File: src/rtl/relu_maxpool_list.sv
// relu_maxpool_list: per-channel ReLU followed by 2x2 max-pooling over a raster stream,
// using a half-row line buffer for the even-row pair maxima.
module relu_maxpool_list #(
    parameter int DWIDTH   = 16,
    parameter int PE_NUM   = 8,
    parameter int MAX_FMAP = 28
) (
    input  logic                     clk,
    input  logic                     rst_n,
    input  logic                     flush,
    input  logic [4:0]               fmap_size,
    input  logic                     in_valid,
    input  logic [PE_NUM*DWIDTH-1:0] din,
    output logic                     out_valid,
    output logic [PE_NUM*DWIDTH-1:0] dout,
    output logic                     frame_done
);
    localparam int W = PE_NUM * DWIDTH;
    localparam int LB = MAX_FMAP / 2;
    localparam int AW = $clog2(LB);
    localparam logic [4:0] MAXS = 5'(MAX_FMAP);

    typedef enum logic {IDLE, ACTIVE} state_t;

    state_t state, next_state;
    logic [4:0] size_q, size, col, row;
    logic [W-1:0] hold, relu_v, pair_v, pool_v;
    logic [W-1:0] linebuf [LB];
    logic [AW-1:0] lb_idx;
    logic legal, accept, col_end, last;

    function automatic logic signed [DWIDTH-1:0] smax(input logic signed [DWIDTH-1:0] a,
                                                      input logic signed [DWIDTH-1:0] b);
        return (a > b) ? a : b;
    endfunction

    assign legal   = fmap_size >= 5'd2 && !fmap_size[0] && fmap_size <= MAXS;
    assign size    = (state == ACTIVE) ? size_q : fmap_size;
    assign accept  = in_valid && !flush && (state == ACTIVE || legal);
    assign col_end = col == size - 5'd1;
    assign last    = col_end && row == size - 5'd1;
    assign lb_idx  = col[AW:1];

    always_comb begin
        relu_v = '0;
        pair_v = '0;
        pool_v = '0;
        for (int i = 0; i < PE_NUM; i++) begin
            relu_v[i*DWIDTH +: DWIDTH] = din[i*DWIDTH+DWIDTH-1] ? '0 : din[i*DWIDTH +: DWIDTH];
            pair_v[i*DWIDTH +: DWIDTH] = smax(hold[i*DWIDTH +: DWIDTH], relu_v[i*DWIDTH +: DWIDTH]);
            pool_v[i*DWIDTH +: DWIDTH] = smax(linebuf[lb_idx][i*DWIDTH +: DWIDTH], pair_v[i*DWIDTH +: DWIDTH]);
        end
    end

    always_comb begin
        next_state = state;
        if (flush)
            next_state = IDLE;
        else if (accept)
            next_state = last ? IDLE : ACTIVE;
    end

    always_ff @(posedge clk or negedge rst_n)
        if (!rst_n)
            state <= IDLE;
        else
            state <= next_state;

    always_ff @(posedge clk or negedge rst_n) begin
        if (!rst_n) begin
            size_q     <= '0;
            col        <= '0;
            row        <= '0;
            hold       <= '0;
            out_valid  <= 1'b0;
            frame_done <= 1'b0;
            dout       <= '0;
        end else begin
            out_valid  <= accept && row[0] && col[0];
            frame_done <= accept && last;
            if (flush) begin
                col  <= '0;
                row  <= '0;
                hold <= '0;
            end else if (accept) begin
                if (state == IDLE)
                    size_q <= fmap_size;
                col <= col_end ? '0 : col + 5'd1;
                row <= last ? '0 : (col_end ? row + 5'd1 : row);
                if (!col[0])
                    hold <= relu_v;
                if (row[0] && col[0])
                    dout <= pool_v;
            end
        end
    end

    // Even-row pair maxima wait here for the matching odd row; never read before written.
    always_ff @(posedge clk)
        if (accept && !row[0] && col[0])
            linebuf[lb_idx] <= pair_v;
endmodule

File: config.mk
export PLATFORM = sky130hd
export DESIGN_NAME = relu_maxpool_list
export DESIGN_NICKNAME = d
export VERILOG_FILES = /design/src/rtl/relu_maxpool_list.sv
export SDC_FILE = /design/constraint.sdc
export NUM_CORES = 2
export LEC_CHECK = 0
export CORE_MARGIN = 5
export CORE_UTILIZATION = 27
export DETAILED_ROUTE_END_ITERATION = 10
export HOLD_SLACK_MARGIN = 0.02
export PLACE_DENSITY = 0.4
export SETUP_SLACK_MARGIN = 0.05
export SLEW_MARGIN = 10
export SYNTH_ARGS = -nofsm -noshare
export SYNTH_HDL_FRONTEND = slang
export SYNTH_SLANG_ARGS = --single-unit
File: constraint.sdc
create_clock -name clk -period 11.15 [get_ports clk]
set_clock_uncertainty 0.2 [all_clocks]
set_input_delay 2.23 -clock clk [delete_from_list [all_inputs] [get_ports clk]]
set_output_delay 2.23 -clock clk [all_outputs]
set_load 0.01 [all_outputs]
== After elaboration in Yosys (flattened, before gate mapping) ==
Memory sizes are Yosys's and may differ from the RTL's.
Index checks and enable logic that the tools add are counted.

* Output and inout port bits: 130
* Bits in writable memories: 1792
* Memories: 1
* Input port bits: 137
* Bits in registers: 274

{| class="wikitable"
|+ Memories
! name !! words !! width !! read ports !! clocked after Yosys merged registers in !! write ports !! RTL line !! source
|-
| linebuf || 14 || 128 || 1 || 0 || 1 || 28 || <nowiki>logic [W-1:0] linebuf [LB];</nowiki>
|}

* Reductions and logical operators: 21
* Magnitude comparators: 18
* Eq/ne operators: 3
* Mux-type cells: 40
* $add $sub $neg: 3
* Bitwise operators: 1

{| class="wikitable"
|+ Operators by type and width
! cell !! count
|-
| $mux 128 || 3
|-
| $gt 16x16->1 || 16
|-
| $mux 16 || 16
|-
| $mux 15 || 8
|-
| $mux 5 || 8
|-
| $logic_and 1x1->1 || 11
|-
| $add 5x1->5 const B || 2
|-
| $eq 5x5->1 || 2
|-
| $reduce_and 2->1 || 3
|-
| $ge 5x2->1 const B || 1
|-
| $le 5x5->1 const B || 1
|-
| $mux 1 || 5
|-
| $sub 5x1->5 const B || 1
|-
| $logic_not 1->1 || 3
|-
| $reduce_and 3->1 || 1
|-
| $reduce_bool 3->1 || 1
|-
| $ne 2x2->1 const B || 1
|-
| $reduce_bool 2->1 || 1
|-
| $logic_or 1x1->1 || 1
|-
| $not 1->1 || 1
|}

== Depth between registers and ports, before layout ==
* Depth in word-level cells: 9
* Depth in mapped cells: 24

== Least setup slack after synthesis ==
Ideal clock, no wire load.

* Kind: input port to flip-flop
* Start: in fmap_size[4]
* End: mem linebuf[1][0] in the netlist's numbering (enable)
* Cell stages on the path: 8
* Data arrival time: 11.550 ns
* Path slack: -1.346 ns
* Cells stage by stage: a41o_1 > nor2_1 > o21a_1 > nand2_1 > nor3b_1 > nor2b_1 > nand2_1 > nor3_1

* Longest elaborated chain between the ends: 9

{| class="wikitable"
|+ Ends and longest elaborated chain
! element !! RTL line !! source
|-
| from (decl) || 11 || <nowiki>input logic [4:0] fmap_size,</nowiki>
|-
| $ge 5x2->1 || 37 || <nowiki>assign legal = fmap_size >= 5'd2 && !fmap_size[0] && fmap_size <= MAXS;</nowiki>
|-
| $logic_and 1x1->1 || 37 ||
|-
| $logic_and 1x1->1 (*) || 37 ||
|-
| $logic_or 1x1->1 (*) || 39 || <nowiki>assign accept = in_valid && !flush && (state == ACTIVE || legal);</nowiki>
|-
| $logic_and 1x1->1 (*) || 39 ||
|-
| $logic_and 1x1->1 (*) (2 in a row) || 100 || <nowiki>if (accept && !row[0] && col[0])</nowiki>
|-
| $mux 1 (*) || 100 ||
|-
| $mux 1 (not written as such) (*) || 101 || <nowiki>linebuf[lb_idx] <= pair_v;</nowiki>
|-
| to (decl) || 28 ||
|}

Mark *: on every way between the ends. The rest lies on a longest branch, timed or not.

== Worst setup path after layout ==
* Start: in din[31]
* End: reg dout[29]

* Longest elaborated chain between the ends: 5

{| class="wikitable"
|+ Ends and longest elaborated chain
! element !! RTL line !! source
|-
| from (decl) || 13 || <nowiki>input logic [PE_NUM*DWIDTH-1:0] din,</nowiki>
|-
| $mux 15 (*) || 49 || <nowiki>relu_v[i*DWIDTH +: DWIDTH] = din[i*DWIDTH+DWIDTH-1] ? '0 : din[i*DWIDTH +: DWIDTH];</nowiki>
|-
| $gt 16x16->1 || 34 || <nowiki>return (a > b) ? a : b;</nowiki>
|-
| $mux 16 (*) || 34 ||
|-
| $gt 16x16->1 || 34 ||
|-
| $mux 16 (*) || 34 ||
|-
| to (signal assigned) || 93 || <nowiki>dout <= pool_v;</nowiki>
|-
| to (decl) || 15 || <nowiki>output logic [PE_NUM*DWIDTH-1:0] dout,</nowiki>
|}

Marked as above.
A chain may end at the register's enable or synchronous reset.

==> results.md <==
Timing:
- Setup repair after global routing left no endpoint under its margin.
- The share of the clock period used by the worst path is 68.50%.
- Adding up every negative setup slack in the final design gives 0 ns.
- The max-slew violation total from the final report is 0.
- The slew at the pin with the worst max-slew slack is 1.189 ns.
- Setup violations remaining at the end of the flow were counted as 0.
- The tightest slew margin relative to the limit is about a fifth.
- The minimum period implied by the final worst setup slack is 7.638 ns.
- The hold violation total from the final report is 0.
- The worst hold slack is 0.3117 ns.
- The highest clock frequency the design can meet is 0.1309 GHz.

Setup path:
- The kind of start point of the critical path is an input port.
- The critical path is of the in2reg type.
- The worst endpoint data arrival time is 8.20 ns.
- The largest single stage delay on the critical path is 0.84 ns.
- The cell repeated most along the worst path is sky130_fd_sc_hd__o21a_1.
- Together, buffers and inverters on the worst path number 2.
- STA classifies the critical path endpoint as a register.
- For the worst setup path, the data required time is 11.71 ns.
- The top cell family by delay on the critical path is compound AO/OA/AOI/OAI gates.
- Traced cell by cell, the critical path runs through clkdlybuf4s50_1 -> nor2b_1 -> inv_1 -> ha_1 -> nor2b_1 -> o21a_1 -> o21a_1 -> o21ai_0 -> a2bb2oi_1 -> o21ai_2 -> mux2i_1 -> ha_1 -> nor2b_1 -> o21a_1 -> o21a_1 -> o21ai_0 -> a31oi_1 -> o31a_1 -> nand2b_1 -> o21ai_0.
- The slowest stage of the critical path belongs to the cell sky130_fd_sc_hd__o21ai_2.
- In this run the worst path has a maximum fanout of 17.

Clocking:
- CTS built an H-tree with a depth of 4.
- The longest clock path from root to sink contains 4 buffers.
- The clock sink count is 1938.
- Once the clock tree was built, the setup fixing pass inserted 0 buffers.
- The number of gates resized after CTS is 0.
- The number of buffers inserted during clock tree synthesis is ~230.
- The later-pin clock latency in the skew report is 0.88 ns.
- Buffers inserted to repair hold after CTS numbered 0.
- The clock tree root driver cell is sky130_fd_sc_hd__clkbuf_16.
- The clock tree from TritonCTS is yes.
- The clock transition at the registers of the reported paths is 0.06 ns.

Routing:
- The number of vias per cell is 4.751.
- For this block, the initial DRC count from the detailed router was 2901.
- Wires add up to about 230 mm.
- The residual DRC count is 0.
- Dividing the detail-routed wire length by the instance count gives 25.41 um.
- Detailed routing inserted a total of about 43000 vias.
- The number of search-and-repair iterations in the first detailed-routing pass is 6.
- The count of nets left with antenna violations after detail routing is 0.

Pwr:
- Net switching is a little under a quarter of the power.
- The internal power is 12.86 mW.
- The sequential share of power is 48.2%.
- The worst-case IR drop observed on VDD is 0.0001191 V.
- Dividing total power by cell area gives a power density of between 150 and 200 nW/um2.
- The total leakage power is 33.41 nW.
- The share of total power in the clock network is 44.2%.
- The share of total power dissipated in combinational logic is 7.5%.
- The power after layout is 16.66 mW.
- The power dissipated by switching net loads is 3.799 mW.

Global routing:
- The via count of the first global-routing pass came to 45875.
- In the global route stage, overall resource usage came out at 14.28%.
- The global-route wire length before repair is 334.4 mm.
- Entering global routing, the biggest net connects 85 pins.
- The global-route congestion overflow total is 0.
- The initial antenna violation count is 19.

Floorplanning:
- The overall die area is ~320000 um2.
- The number of placement rows is just over 200.
- The floorplan die width is 562.0 um.
- The initial cell density of the core is 27.15%.
- The area of the core is 303000 um2.
- 267 I/O pins were placed.
- In this run the vertical extent of the chip is ~560 um.

Worst hold path:
- The worst hold path belongs to the class reg2reg.

Final layout:
- With fillers left out, the area of the finished cells amounts to 97330 um2.
- In the layout the commonest cells are 1680 x sky130_fd_sc_hd__edfxtp_1, 471 x sky130_fd_sc_hd__mux4_2, 257 x sky130_fd_sc_hd__clkdlybuf4s50_1.
- The number of filler cells placed in the layout is 29122.
- The library cell used most frequently in the layout, excluding fill and tap cells, is sky130_fd_sc_hd__edfxtp_1.
- At the end of the flow, the number of nets in the layout was 5248.
- The fraction of layout cells with a size suffix above 1 is 20.74%.
- The area growth from synthesis to final layout is 18.31%.
- The final design utilization is 32.12%.

Job:
- The reported max-cap violation count is 0.

Logic synthesis:
- Summed over its instances, the top area cell type makes up approximately 60% of the synthesized netlist area.
- Sequential elements use 69.17% of the synthesized area.
- The predominant post-synthesis flop cell is sky130_fd_sc_hd__edfxtp_1.
- Synthesis produced a netlist whose cell count is 4515.
- The count of state elements after synthesis is 1938.
- For this run, asynchronously set or reset flops after synthesis account for 13.31%.
- The number of enable flip-flop cells after synthesis is 1680.
- In the post-synthesis netlist, the biggest area contributors are sky130_fd_sc_hd__edfxtp_1 61%, sky130_fd_sc_hd__mux4_2 13%, sky130_fd_sc_hd__dfrtp_1 7.8%.
- The total standard cell area after synthesis is roughly 82000 um2.
- For this run, the number of Yosys warnings is 0.
- Of all cell types, the one taking the most synthesized area is sky130_fd_sc_hd__edfxtp_1.
- The distinct cell type count of the synthesized netlist is 66.
- After synthesis, the mean cell area works out to between 15 and 20 um2.

Place:
- In this run the tool buffered the top-level ports with 258 buffer cells.
- The sum of net half-perimeters after detailed placement is 129.4 mm.
- In this run the cell area measured after placement is 89990 um2.
- The congestion estimate from routability-driven global placement came to 0.7415.

Run status:
- The flow ran to the end, and the final reports show no timing, DRC or antenna violations.
==> cells in the mapped netlist, types with 18 or more instances <==
library cell                  n
sky130_fd_sc_hd__nand4_1     43
sky130_fd_sc_hd__o21ai_1     21
sky130_fd_sc_hd__edfxtp_1  1680
sky130_fd_sc_hd__mux4_2     471
sky130_fd_sc_hd__a22o_1     125
sky130_fd_sc_hd__clkbuf_1   143
sky130_fd_sc_hd__and2_1     101
sky130_fd_sc_hd__nand2_1     53
sky130_fd_sc_hd__mux2i_1    143
sky130_fd_sc_hd__mux2_2     118
sky130_fd_sc_hd__nor2b_1    145
sky130_fd_sc_hd__a21o_1      43
sky130_fd_sc_hd__dfrtp_1    258
sky130_fd_sc_hd__inv_1      241
sky130_fd_sc_hd__nor2_1      66
sky130_fd_sc_hd__a31oi_1     95
sky130_fd_sc_hd__o21ai_0    141
sky130_fd_sc_hd__nand3_1     32
sky130_fd_sc_hd__ha_1       242
sky130_fd_sc_hd__a21oi_1     83
sky130_fd_sc_hd__or4_1       18
sky130_fd_sc_hd__o21a_1      34
sky130_fd_sc_hd__buf_1       59
==> stage by stage <==
stage / cells / setup WS, ns
after floorplan: 4522 / 1.880
after global placement: 8620 / 2.658
after detailed placement: 8620 / 2.569
after CTS: 9031 / 3.477
after global routing: 9032 / 2.999
final: 9034 / 3.512
==> path summary, 6_finish.rpt <==
kind	to	start	slack (ns)	cells after the start
max in group asynchronous	dout[36]$_DFFE_PN0P_	rst_n	7.55	3
min reg2reg	dout[11]$_DFFE_PN0P_	dout[11]$_DFFE_PN0P_	0.31	2
max reg2reg	dout[29]$_DFFE_PN0P_	col[2]$_DFFE_PN0P_	4.92	12
max	dout[29]$_DFFE_PN0P_	din[31]	3.51	20
min in group asynchronous	hold[90]$_DFFE_PN0P_	rst_n	1.13	1
min	dout[11]$_DFFE_PN0P_	dout[11]$_DFFE_PN0P_	0.31	2
==> worst min-delay path, cell delays in order, from the launching register on <==
cell and delay [ns]:
sky130_fd_sc_hd__dfrtp_1 0.36, sky130_fd_sc_hd__nand2_1 0.05, sky130_fd_sc_hd__o21ai_1 0.06
==> state kept, by name, indices dropped and copies added (netlist names) <==
name	cells
dout	120
linebuf	1680
out_valid	1
hold	120
col	5
row	5
size_q	5
state	1
frame_done	1
==> power groups by stage <==
stage | clock network [mW] | logic (mW) | registers [mW]
final | 7.37 | 1.25 | 8.04
after CTS | 7.65 | 1.29 | 8.04
after global placement | 0 | 1.28 | 8.19
after global routing | 7.93 | 1.39 | 8.04
after floorplan | 0 | 0.832 | 8.17
after detailed placement | 0 | 1.29 | 8.19
==> layout make-up <==
cell class / instances / area [um2] / share of cell area, %
Clock buffer: 281 / 5956 / 6.119
Inverter: 242 / 913.4 / 0.9384
Tap cell: 3978 / 4977 / 5.114
Sequential cell: 1938 / 56920 / 58.48
Timing Repair Buffer: 345 / 3428 / 3.522
Clock inverter: 130 / 1379 / 1.417
Antenna cell: 3 / 7.507 / 0.007713
Multi-Input combinational cell: 2117 / 23750 / 24.40
==> kinds of logic after synthesis <==
logic type	after synthesis	synth area share, %
simple gates	517	3.585
other cells	1	0.004558
mux	734	16.28
compound gates	605	4.935
flops	1938	69.17
fa+ha+maj	242	3.681
xor+xnor	11	0.1338
buf+inv	467	2.208
==> layer usage <==
| layer | vias to the layer above | global-route usage (%) | wire length (um) |
|---|---|---|---|
| met3 | 268 | 1.871 | 8466 |
| met1 | 22949 | 20.13 | 107100 |
| met4 | 0 | 3.280 | 4680 |
| met5 | - | 0 | 0 |
| li1 | 18876 | - | - |
| met2 | 827 | 23.51 | 109300 |
(Power assumes the default switching activity.)
